`config.mk`:
```
export PLATFORM = sky130hd
export DESIGN_NAME = sr_cmd_driver
export DESIGN_NICKNAME = d
export VERILOG_FILES = /design/src/rtl/sr_cmd_driver.sv
export SDC_FILE = /design/constraint.sdc
export NUM_CORES = 1
export LEC_CHECK = 0
export CAP_MARGIN = 0
export CORE_ASPECT_RATIO = 0.8
export CORE_MARGIN = 5
export CORE_UTILIZATION = 58
export DETAILED_ROUTE_END_ITERATION = 10
export GPL_TIMING_DRIVEN = 0
export PLACE_DENSITY = 0.79
export SETUP_SLACK_MARGIN = 0.1
export SLEW_MARGIN = 15
export SYNTH_ARGS = -nofsm -noshare
export SYNTH_HDL_FRONTEND = slang
export SYNTH_SLANG_ARGS = --single-unit
```
`constraint.sdc`:
```
create_clock -name clk -period 3.35 [get_ports clk]
set_input_delay 0.335 -clock clk [delete_from_list [all_inputs] [get_ports clk]]
set_output_delay 0.335 -clock clk [all_outputs]
set_load 0.02 [all_outputs]
```
`src/rtl/sr_cmd_driver.sv`:
```
// Set/clear/toggle command sequencer driving an SR flip-flop stage.
// Commands are queued, issued as non-overlapping s/r pulses and the flip-flop q is cross-checked.
module sr_cmd_driver #(
    parameter int unsigned DEPTH       = 4,
    parameter int unsigned HOLD_CYCLES = 1
) (
    input  logic       clk,
    input  logic       rst,
    input  logic       cmd_valid,
    input  logic [1:0] cmd_op,
    output logic       cmd_ready,
    output logic       s,
    output logic       r,
    input  logic       q_fb,
    output logic       q_exp,
    output logic       busy,
    output logic       mismatch
);

    localparam int unsigned PTR_W  = $clog2(DEPTH);
    localparam int unsigned CNT_W  = PTR_W + 1;
    localparam int unsigned HOLD_W = (HOLD_CYCLES > 1) ? $clog2(HOLD_CYCLES) : 1;

    localparam logic [1:0] OP_NOP = 2'b00;
    localparam logic [1:0] OP_CLR = 2'b01;
    localparam logic [1:0] OP_SET = 2'b10;
    localparam logic [1:0] OP_TGL = 2'b11;

    typedef enum logic [1:0] {
        ST_IDLE  = 2'd0,
        ST_DRIVE = 2'd1,
        ST_GAP   = 2'd2
    } state_e;

    state_e              state_q, state_d;
    logic [CNT_W-1:0]    cnt_q, cnt_d;
    logic [PTR_W-1:0]    wr_ptr_q, wr_ptr_d;
    logic [PTR_W-1:0]    rd_ptr_q, rd_ptr_d;
    logic [1:0]          fifo_q [DEPTH];
    logic [HOLD_W-1:0]   hold_q, hold_d;
    logic                s_q, s_d;
    logic                r_q, r_d;
    logic                q_exp_q, q_exp_d;
    logic                tgt_q, tgt_d;
    logic                mismatch_q, mismatch_d;
    logic                push;
    logic                pop;
    logic [1:0]          head;

    assign cmd_ready = (cnt_q < CNT_W'(DEPTH));
    assign push      = cmd_valid && cmd_ready && (cmd_op != OP_NOP);
    assign head      = fifo_q[rd_ptr_q];

    assign s        = s_q;
    assign r        = r_q;
    assign q_exp    = q_exp_q;
    assign mismatch = mismatch_q;
    assign busy     = (state_q != ST_IDLE) || (cnt_q != '0);

    // Sequencer: pop in IDLE, hold the pulse in DRIVE, check feedback in GAP
    always_comb begin
        state_d    = state_q;
        hold_d     = hold_q;
        s_d        = s_q;
        r_d        = r_q;
        q_exp_d    = q_exp_q;
        tgt_d      = tgt_q;
        mismatch_d = mismatch_q;
        pop        = 1'b0;
        case (state_q)
            ST_IDLE: begin
                s_d = 1'b0;
                r_d = 1'b0;
                if (cnt_q != '0) begin
                    pop     = 1'b1;
                    hold_d  = HOLD_W'(HOLD_CYCLES - 1);
                    state_d = ST_DRIVE;
                    case (head)
                        OP_SET: begin
                            s_d   = 1'b1;
                            tgt_d = 1'b1;
                        end
                        OP_CLR: begin
                            r_d   = 1'b1;
                            tgt_d = 1'b0;
                        end
                        OP_TGL: begin
                            s_d   = ~q_exp_q;
                            r_d   = q_exp_q;
                            tgt_d = ~q_exp_q;
                        end
                        default: tgt_d = q_exp_q;
                    endcase
                end
            end
            ST_DRIVE: begin
                if (hold_q == '0) begin
                    state_d = ST_GAP;
                    s_d     = 1'b0;
                    r_d     = 1'b0;
                    q_exp_d = tgt_q;
                end else begin
                    hold_d = hold_q - HOLD_W'(1);
                end
            end
            ST_GAP: begin
                s_d     = 1'b0;
                r_d     = 1'b0;
                state_d = ST_IDLE;
                if (q_fb != q_exp_q) mismatch_d = 1'b1;
            end
            default: begin
                state_d = ST_IDLE;
                s_d     = 1'b0;
                r_d     = 1'b0;
            end
        endcase
    end

    // FIFO pointer and occupancy update
    always_comb begin
        wr_ptr_d = push ? wr_ptr_q + PTR_W'(1) : wr_ptr_q;
        rd_ptr_d = pop ? rd_ptr_q + PTR_W'(1) : rd_ptr_q;
        cnt_d    = cnt_q + CNT_W'(push) - CNT_W'(pop);
    end

    always_ff @(posedge clk or negedge rst) begin
        if (!rst) begin
            state_q    <= ST_IDLE;
            cnt_q      <= '0;
            wr_ptr_q   <= '0;
            rd_ptr_q   <= '0;
            hold_q     <= '0;
            s_q        <= 1'b0;
            r_q        <= 1'b0;
            q_exp_q    <= 1'b0;
            tgt_q      <= 1'b0;
            mismatch_q <= 1'b0;
        end else begin
            state_q    <= state_d;
            cnt_q      <= cnt_d;
            wr_ptr_q   <= wr_ptr_d;
            rd_ptr_q   <= rd_ptr_d;
            hold_q     <= hold_d;
            s_q        <= s_d;
            r_q        <= r_d;
            q_exp_q    <= q_exp_d;
            tgt_q      <= tgt_d;
            mismatch_q <= mismatch_d;
        end
    end

    always_ff @(posedge clk or negedge rst) begin
        if (!rst) begin
            for (int i = 0; i < DEPTH; i++) fifo_q[i] <= OP_NOP;
        end else if (push) begin
            fifo_q[wr_ptr_q] <= cmd_op;
        end
    end

endmodule

```
==> results_dict.tcl, run 1 <==
set metrics [dict create \
    clock-skew-final_ns 0.01070 \
    worst_setup_path_start_kind "flip-flop" \
    clock_power_share_pct 16.0 \
    layout.nets 107 \
    max_slew_margin_pct 37.26 \
    die_w_um 57.82 \
    clock_sinks 22 \
    swShare_pct 35.20 \
    grt_pass1_vias 661 \
    root_buffer "clkbuf_4" \
    clk_latency_ns 0.32 \
    first_pass_iters 1 \
    core_area_um2 1675 \
    post-synth-top-count-cell "dfrtp_1" \
    antenna_found_initial 0 \
    ys_seq_area_share_pct 51.89 \
    hp-class "flip-flop to flip-flop" \
    rows 13 \
    power.density_nw_per_um2 1032 \
    ant_nets 0 \
    min_from "mismatch" \
    critical_path_class "flip-flop to flip-flop" \
    start_util_pct 63.33 \
    dp_hpwl_mm 1.270 \
    tritoncts "built" \
    cts_buffers 3 \
    worstMarginPinSlew_ns 0.9382 \
    hold_viol 0 \
    yosys.area.top_type "dfrtp_1" \
    die-area_um2 2790 \
    setup_viol_count_final 0 \
    ctsHoldBuffers 0 \
    via_count 626 \
    combPwrFrac_pct 44.7 \
    setup_slack_ns 0.8447 \
    min_period_ns 2.505 \
    boundaryPins 12 \
    yosys.cell_types.count 24 \
    cts_resized 0 \
    synth-seq-cells 22 \
    wire_per_inst_um 15.43 \
    drive_gt1_share_pct 22.58 \
    synth_warnings 0 \
    r2r_setup_slack_ns 0.84 \
    reg2reg_depth 10 \
    finalCritPeriodShare_pct 74.79 \
    fin_setup_tns_ns 0 \
    viasPerCell 5.443 \
    synth-edff-count 0 \
    rsz0062_at_grt "no" \
    drv_slew 0 \
    overflow 0 \
    cp-startpoint "cnt_q[1]" \
    intPower_w 0.0008235 \
    fmax_mhz 399.1 \
    die_h_um 48.26 \
    worst_ep_required_time_ns 3.60 \
    syn_area_per_cell_um2 13.26 \
    utilization_pct 73.49 \
    drt_wl_total_mm 1.774 \
    drt_iter0_drc 0 \
    switching_power_w 0.0004474 \
    r2r_start "cnt_q[1]" \
    cts_buffer_depth 2 \
    n_antenna_cell 0 \
    htree_levels 1 \
    synth_fp_nets 93 \
    synth_top_area_share_pct 51.89 \
    ys_async_sr_fraction_pct 100.0 \
    path_clk_slew_ns 0.13 \
    syn-instance-count 80 \
    ys_top_cells_by_count "22 x dfrtp_1, 12 x mux2_2, 9 x inv_1, 6 x ha_1" \
    end_kind "flip-flop" \
    crit_fanout 5 \
    grt_pass1_wl_mm 3.180 \
    numPortBuffers 9 \
    min_path_cells 1 \
    synthFlopType "dfrtp_1" \
    cp.arrival_ns 2.75 \
    grt_max_degree 23 \
    worst_r2r_endpoint "cnt_q[2]" \
    postCtsSetupBuffers 0 \
    vdd_drop_max_mv 0.8076 \
    globalplace.congestion 0.7025 \
    p_leak_nw 0.5674 \
    fin_hold_ws_ns 0.4775 \
    area_growth_pct 16.04 \
    grt_usage_pct 15.96 \
    drcViolationCount 0 \
    max_cap_violations 0 \
    pre_cts_ws_ns 0.8567 \
    synthTopCellsByArea "dfrtp_1 52%, mux2_2 13%, ha_1 7.1%, o2111ai_1 3.3%, xnor2_1 3.3%" \
    status "completed" \
    synth_area_um2 1061 \
    setup.worst_path.end "cnt_q[2]" \
    pwr-share-seq_pct 39.4 \
]
==> state kept, by name, summed over array words and instances (netlist names) <==
signal	cells
state_q	2
q_exp	1
cnt_q	3
rd_ptr_q	2
fifo_q	8
r	1
mismatch	1
s	1
tgt_q	1
wr_ptr_q	2
==> worst min-delay path by stage <==
| stage | to | slack (ns) |
|---|---|---|
| global route | mismatch | 0.51 |
| detailed placement | mismatch | 0.45 |
| global placement | mismatch | 0.45 |
| floorplan | cnt_q[0] | 0.04 |
| CTS | mismatch | 0.48 |
| finish | mismatch | 0.48 |
==> power by group through the flow <==
stage	clock network, W	registers [W]	logic [W]
3_3_place_gp	0	0.000495	0.000545
4_1_cts	0.000210	0.000500	0.000576
5_1_grt	0.000222	0.000517	0.000642
6_report	0.000203	0.000500	0.000568
2_1_floorplan	0	0.000495	0.000422
3_5_place_dp	0	0.000503	0.000568
==> worst max-delay path, stage by stage (launching register included) <==
cell	delay, ns
dfrtp_1	0.45
nor3_1	0.38
nand2b_1	0.29
inv_1	0.09
ha_1	0.30
inv_1	0.05
ha_1	0.13
inv_1	0.05
fa_1	0.37
xnor2_1	0.19
xnor2_1	0.14
==> kinds of logic after synthesis <==
group | count (synthesis) | synth area share [%]
flops | 22 | 51.89
mux | 14 | 15.80
simple gates | 10 | 5.425
compound gates | 9 | 8.020
xor+xnor | 6 | 4.953
fa+ha+maj | 7 | 8.962
buf+inv | 12 | 4.953
==> cells in the final DEF (no fill, tap or decap), drive strengths merged <==
cell            n
inv             9
a31o            1
mux2           12
dfrtp          22
mux2i           1
mux4            1
bufinv          1
nor2            2
xor2            2
o31ai           1
ha              6
and2            1
and3b           1
o41ai           1
clkbuf          5
o2111ai         4
fa              1
nor3b           1
o211ai          1
nor3            3
clkdlybuf4s50   9
nand2           1
o211a           1
buf             1
xnor2           4
nand2b          1
==> cell type report <==
type | instances | area (µm²)
Clock inverter | 1 | 30.03
Timing Repair Buffer | 9 | 90.09
Tap cell | 22 | 27.53
Buffer | 3 | 18.77
Sequential cell | 22 | 550.5
Inverter | 9 | 33.78
Multi-Input combinational cell | 46 | 457.9
Fill cell | 108 | 444.2
Clock buffer | 3 | 22.52
==> metrics by stage <==
| step | power, W | instance area, µm² | std cells |
|---|---|---|---|
| 3_5_place_dp | 0.001070 | 1179 | 111 |
| 5_1_grt | 0.001381 | 1231 | 115 |
| 6_report | 0.001271 | 1231 | 115 |
| 2_1_floorplan | 0.0009169 | 1061 | 80 |
| 4_1_cts | 0.001287 | 1231 | 115 |
| 3_3_place_gp | 0.001040 | 1179 | 111 |
==> per-layer routing <==
metal	wire length, µm	share of wire, %	up-vias	global-route usage [%]
met5	0	0	-	0
met4	31	1.7	0	6.944
met3	96	5.4	5	6.085
met2	861	49	10	27.25
met1	783	44	305	18.56
li1	-	-	306	-
No activity file was read; power rests on OpenSTA's default activity.
==> run 2, diff against run 1 <==
Settings changed: CORE_UTILIZATION 58 to 48, PLACE_DENSITY 0.79 to 0.7.
Clock period 3.35 ns to 2.2 ns, I/O delays scaled along.
==> run 2 against run 1 <==
- flip-flop and latch count did not move
- worst hold slack got worse by 0.053 ns
- non-clock buffer count rose by 8
- global-route usage fell by 3.0 points
- worst setup slack got worse by 0.67 ns
- critical path type unchanged
- highest routed layer unchanged
==> results_dict.tcl, run 2 (synthesized netlist as in run 1, its figures left out) <==
set metrics [dict create \
    start_util_pct 49.59 \
    die_w_um 62.57 \
    antenna_found_initial 0 \
    fin_setup_tns_ns 0 \
    cts_buffers 3 \
    grt_max_degree 23 \
    cp_cell_sequence "nor3_4, nand2b_4, inv_2, ha_4, inv_2, ha_4, inv_2, fa_2, xnor2_2, xnor2_1" \
    cp.arrival_ns 2.22 \
    status "completed" \
    worst_setup_path_start_kind "flip-flop" \
    cpMostUsedCell "inv_2" \
    top_regs "fifo_q x8, cnt_q x3" \
    hold_viol 0 \
    pre_cts_ws_ns -0.1179 \
    wire_per_inst_um 14.52 \
    power.density_nw_per_um2 1563 \
    critical_path_class "flip-flop to flip-flop" \
    boundaryPins 12 \
    ant_nets 0 \
    overflow 0 \
    worstMarginPinSlew_ns 0.9666 \
    final_cell_mix "19 x dfrtp_1, 12 x mux2_2, 9 x clkdlybuf4s50_1, 8 x buf_4, 5 x inv_1" \
    drcViolationCount 0 \
    grt_pass1_vias 702 \
    rsz0062_at_grt "no" \
    drt_wl_total_mm 1.829 \
    max_cap_violations 0 \
    p_leak_nw 0.6031 \
    numPortBuffers 9 \
    ctsHoldBuffers 0 \
    clock_sinks 22 \
    max_slew_margin_pct 35.36 \
    dp_hpwl_mm 1.308 \
    n_antenna_cell 0 \
    finalCritPeriodShare_pct 91.85 \
    vdd_drop_max_mv 0.9136 \
    setup_viol_count_final 0 \
    cpPeakStageDelay_ns 0.45 \
    num-fill-cells 167 \
    viasPerCell 5.254 \
    stdcell_count 126 \
    worst_ep_required_time_ns 2.40 \
    root_buffer "clkbuf_4" \
    utilization_pct 62.69 \
    hp-class "primary input to flip-flop" \
    drv_slew 0 \
    via_count 662 \
    mostFrequentLayoutCell "dfrtp_1" \
    area_growth_pct 26.42 \
    total_power_w 0.002096 \
    clk_latency_ns 0.30 \
    regMostFlops "fifo_q" \
    rows 15 \
    die_h_um 52.05 \
    htree_levels 1 \
    grt_usage_pct 12.95 \
    drt_iter0_drc 19 \
    fmax_mhz 494.9 \
    tritoncts "built" \
    placedCellCount 114 \
    min_period_ns 2.021 \
    die-area_um2 3257 \
    grt_pass1_wl_mm 3.256 \
    setup_slack_ns 0.1794 \
    drive_gt1_share_pct 42.57 \
    crit_fanout 2 \
    layout.nets 115 \
    slowest_stage "dfrtp_2" \
    first_pass_iters 3 \
    cts_buffer_depth 2 \
    end_kind "flip-flop" \
    globalplace.congestion 0.7360 \
    largest_reg_flops 8 \
    core_area_um2 2140 \
    clock-skew-final_ns 0.005388 \
    path_clk_slew_ns 0.12 \
]
## run 2: final cells by class
type,count,area (µm²),area share (%)
repair buffers,17,150.1,11.19
inverters,9,36.28,2.705
clock buffers,4,36.28,2.705
multi-input cells,46,514.2,38.34
flip-flops and latches,22,554.3,41.32
plain buffers,3,18.77,1.399
well taps,25,31.28,2.332
## run 2: power breakdown
group	internal (W)	total [W]	leakage [nW]	switching (W)
logic	0.000626	0.00109	0.321	0.000468
clock network	0.000101	0.000217	0.0210	0.000116
registers	0.000612	0.000785	0.261	0.000173
total	0.00134	0.00210	0.603	0.000757
## run 2: worst paths after layout
path | start | end | slack, ns | cells after the start
hold reg to reg | mismatch | mismatch | 0.48 | 1
hold / removal | cmd_op[1] | fifo_q[7] | 0.42 | 2
setup / recovery | cnt_q[1] | cnt_q[2] | 0.18 | 10
max in group asynchronous | rst | cnt_q[0] | 1.12 | 1
min in group asynchronous | rst | cnt_q[2] | 0.44 | 1
setup reg to reg | cnt_q[1] | cnt_q[2] | 0.18 | 10
## run 2: metrics by stage
step	cell area (µm²)	hold slack, ns
after global routing	1341	0.4310
final	1341	0.4246
after floorplan	1076	-0.07559
after CTS	1294	0.4244
after detailed placement	1197	0.4566
after global placement	1197	0.4517
## run 2: critical path, delay by kind of cell, from the launching register on
family / cells / cell delay [ns]
simple gates: 2 / 0.37
flops: 1 / 0.45
fa+ha+maj: 3 / 0.70
xor+xnor: 2 / 0.27
buf+inv: 3 / 0.14
## run 2: what timing repair did
action                     4_1_cts  5_1_grt
setup endpoints to repair        2        1
pin swaps                        6        5
hold endpoints to repair         0        0
buffers inserted                 4        4
gates resized for setup          8        6
## run 2: metal layers
metal	track usage (%)	up-vias	share of wire, %
met5	0	-	0
met4	2.120	0	0.55
met3	4.968	2	4.1
met2	20.69	11	48
met1	17.08	328	48
li1	-	321	-
==> run 3, diff against run 2 <==
Settings changed: CORE_UTILIZATION 48 to 45, PLACE_DENSITY 0.7 to 0.66.
==> run 3 against run 2 <==
- via count fell by 0.15%
- wire length rose by 4.0%
- combinational power rose by 4%
- non-clock buffer count did not move
- largest power group unchanged
- clock skew rose by 0.0064 ns
- highest routed layer unchanged
==> results_dict.tcl, run 3 (synthesized netlist as in run 1, its figures left out) <==
set metrics [dict create \
    largest_reg_flops 8 \
    numPortBuffers 9 \
    vdd_drop_max_mv 1.020 \
    die_w_um 64.29 \
    worst_setup_path_start_kind "flip-flop" \
    fin_hold_ws_ns 0.3998 \
    regArea_um2 554.3 \
    top_regs "fifo_q x8, cnt_q x3" \
    intPower_w 0.001348 \
    status "completed" \
    first_pass_iters 4 \
    tritoncts "built" \
    grt_pass1_wl_mm 3.201 \
    pwr-share-seq_pct 36.2 \
    utilization_pct 60.97 \
    cpPeakStageDelay_ns 0.45 \
    ant_nets 0 \
    antenna_found_initial 0 \
    drv_slew 0 \
    globalplace.congestion 0.7532 \
    root_buffer "clkbuf_4" \
    regMostFlops "fifo_q" \
    die_h_um 53.43 \
    area_growth_pct 26.18 \
    drt_iter0_drc 6 \
    viasPerCell 5.246 \
    switching_power_w 0.0007783 \
    min_period_ns 2.025 \
    multi_input_area_um2 511.7 \
    swShare_pct 36.60 \
    p_leak_nw 0.6029 \
    rsz0062_at_grt "yes" \
    hold_viol 0 \
    path_clk_slew_ns 0.13 \
    die-area_um2 3435 \
    clock_power_share_pct 10.7 \
    max_cap_violations 0 \
    boundaryPins 12 \
    end_kind "flip-flop" \
    clock-skew-final_ns 0.01175 \
    drcViolationCount 0 \
    overflow 0 \
    reg2reg_depth 10 \
    worstMarginPinSlew_ns 0.9364 \
    drive_gt1_share_pct 41.58 \
    core_area_um2 2196 \
    placedCellCount 114 \
    cts_buffers 3 \
    hp-class "primary input to flip-flop" \
    grt_usage_pct 12.89 \
    drt_wl_total_mm 1.903 \
    n_antenna_cell 0 \
    cts_buffer_depth 2 \
    via_count 661 \
    finalCritPeriodShare_pct 92.04 \
    combPwrFrac_pct 53.1 \
    dp_hpwl_mm 1.352 \
    clk_latency_ns 0.32 \
    power.density_nw_per_um2 1588 \
    final_cell_mix "19 x dfrtp_1, 12 x mux2_2, 9 x clkdlybuf4s50_1, 8 x buf_4, 5 x inv_1" \
    cp.arrival_ns 2.26 \
    rows 15 \
    min_path_cells 2 \
    wire_per_inst_um 15.10 \
    max_slew_margin_pct 37.38 \
    start_util_pct 48.32 \
    htree_levels 1 \
    worst_ep_required_time_ns 2.44 \
    critical_path_class "flip-flop to flip-flop" \
    num-fill-cells 174 \
    cp_cell_sequence "nor3_4, nand2b_4, inv_4, ha_4, inv_2, ha_4, inv_2, fa_2, xnor2_2, xnor2_1" \
    layout.nets 115 \
    setup_viol_count_final 0 \
    fmax_mhz 493.8 \
    mostFrequentLayoutCell "dfrtp_1" \
    grt_pass1_vias 652 \
    stdcell_count 126 \
    ctsHoldBuffers 0 \
    crit_fanout 2 \
    slowest_stage "dfrtp_2" \
    grt_max_degree 23 \
    clock_sinks 22 \
]
-- run 3: worst paths after layout --
kind	from	to	slack, ns
setup / recovery	cnt_q[1]	cnt_q[2]	0.18
hold / removal	cmd_op[0]	fifo_q[0]	0.40
setup reg to reg	cnt_q[1]	cnt_q[2]	0.18
hold reg to reg	mismatch	mismatch	0.49
max in group asynchronous	rst	cnt_q[0]	1.15
min in group asynchronous	rst	fifo_q[1]	0.41
-- run 3: cell type report --
class | instances | area share, %
clock buffers | 4 | 2.710
multi-input cells | 46 | 38.22
inverters | 9 | 2.710
repair buffers | 17 | 11.21
well taps | 25 | 2.336
plain buffers | 3 | 1.402
flip-flops and latches | 22 | 41.40
-- run 3: repair_timing --
item | CTS | global route
gates resized for setup | 8 | 5
setup buffers | 4 | 4
pin swaps | 5 | 7
endpoints found under the setup margin | 2 | 1
-- run 3: stage by stage --
stage / setup TNS (ns) / power, W / setup WS [ns] / cell area, µm²
finish: 0 / 0.002126 / 0.1750 / 1339
global route: 0 / 0.002310 / 0.06711 / 1339
CTS: 0 / 0.002021 / 0.1177 / 1295
detailed placement: -0.1204 / 0.001670 / -0.1204 / 1197
global placement: -0.05501 / 0.001636 / -0.05501 / 1197
floorplan: 0 / 0.001427 / 0.1008 / 1076
-- run 3: power by group through the flow --
stage | combinational [W] | sequential (W) | clock, W
2_1_floorplan | 0.000668 | 0.000759 | 0
3_3_place_gp | 0.000875 | 0.000761 | 0
3_5_place_dp | 0.000899 | 0.000771 | 0
4_1_cts | 0.00102 | 0.000772 | 0.000231
5_1_grt | 0.00126 | 0.000796 | 0.000254
6_report | 0.00113 | 0.000770 | 0.000228
-- run 3: critical path: cells and delay by family, from the launching register on --
family,cells,cell delay (ns)
flip-flops,1,0.45
AND/OR/NAND/NOR,2,0.37
buffers and inverters,3,0.13
XOR/XNOR,2,0.32
adder cells (fa/ha/maj),3,0.67
-- run 3: per-layer routing --
metal / vias to the layer above / global-route usage (%) / wire length, µm
li1: 322 / - / -
met1: 326 / 16.18 / 855
met2: 9 / 19.70 / 938
met3: 4 / 4.671 / 75
met4: 0 / 6.102 / 34
met5: - / 0 / 0
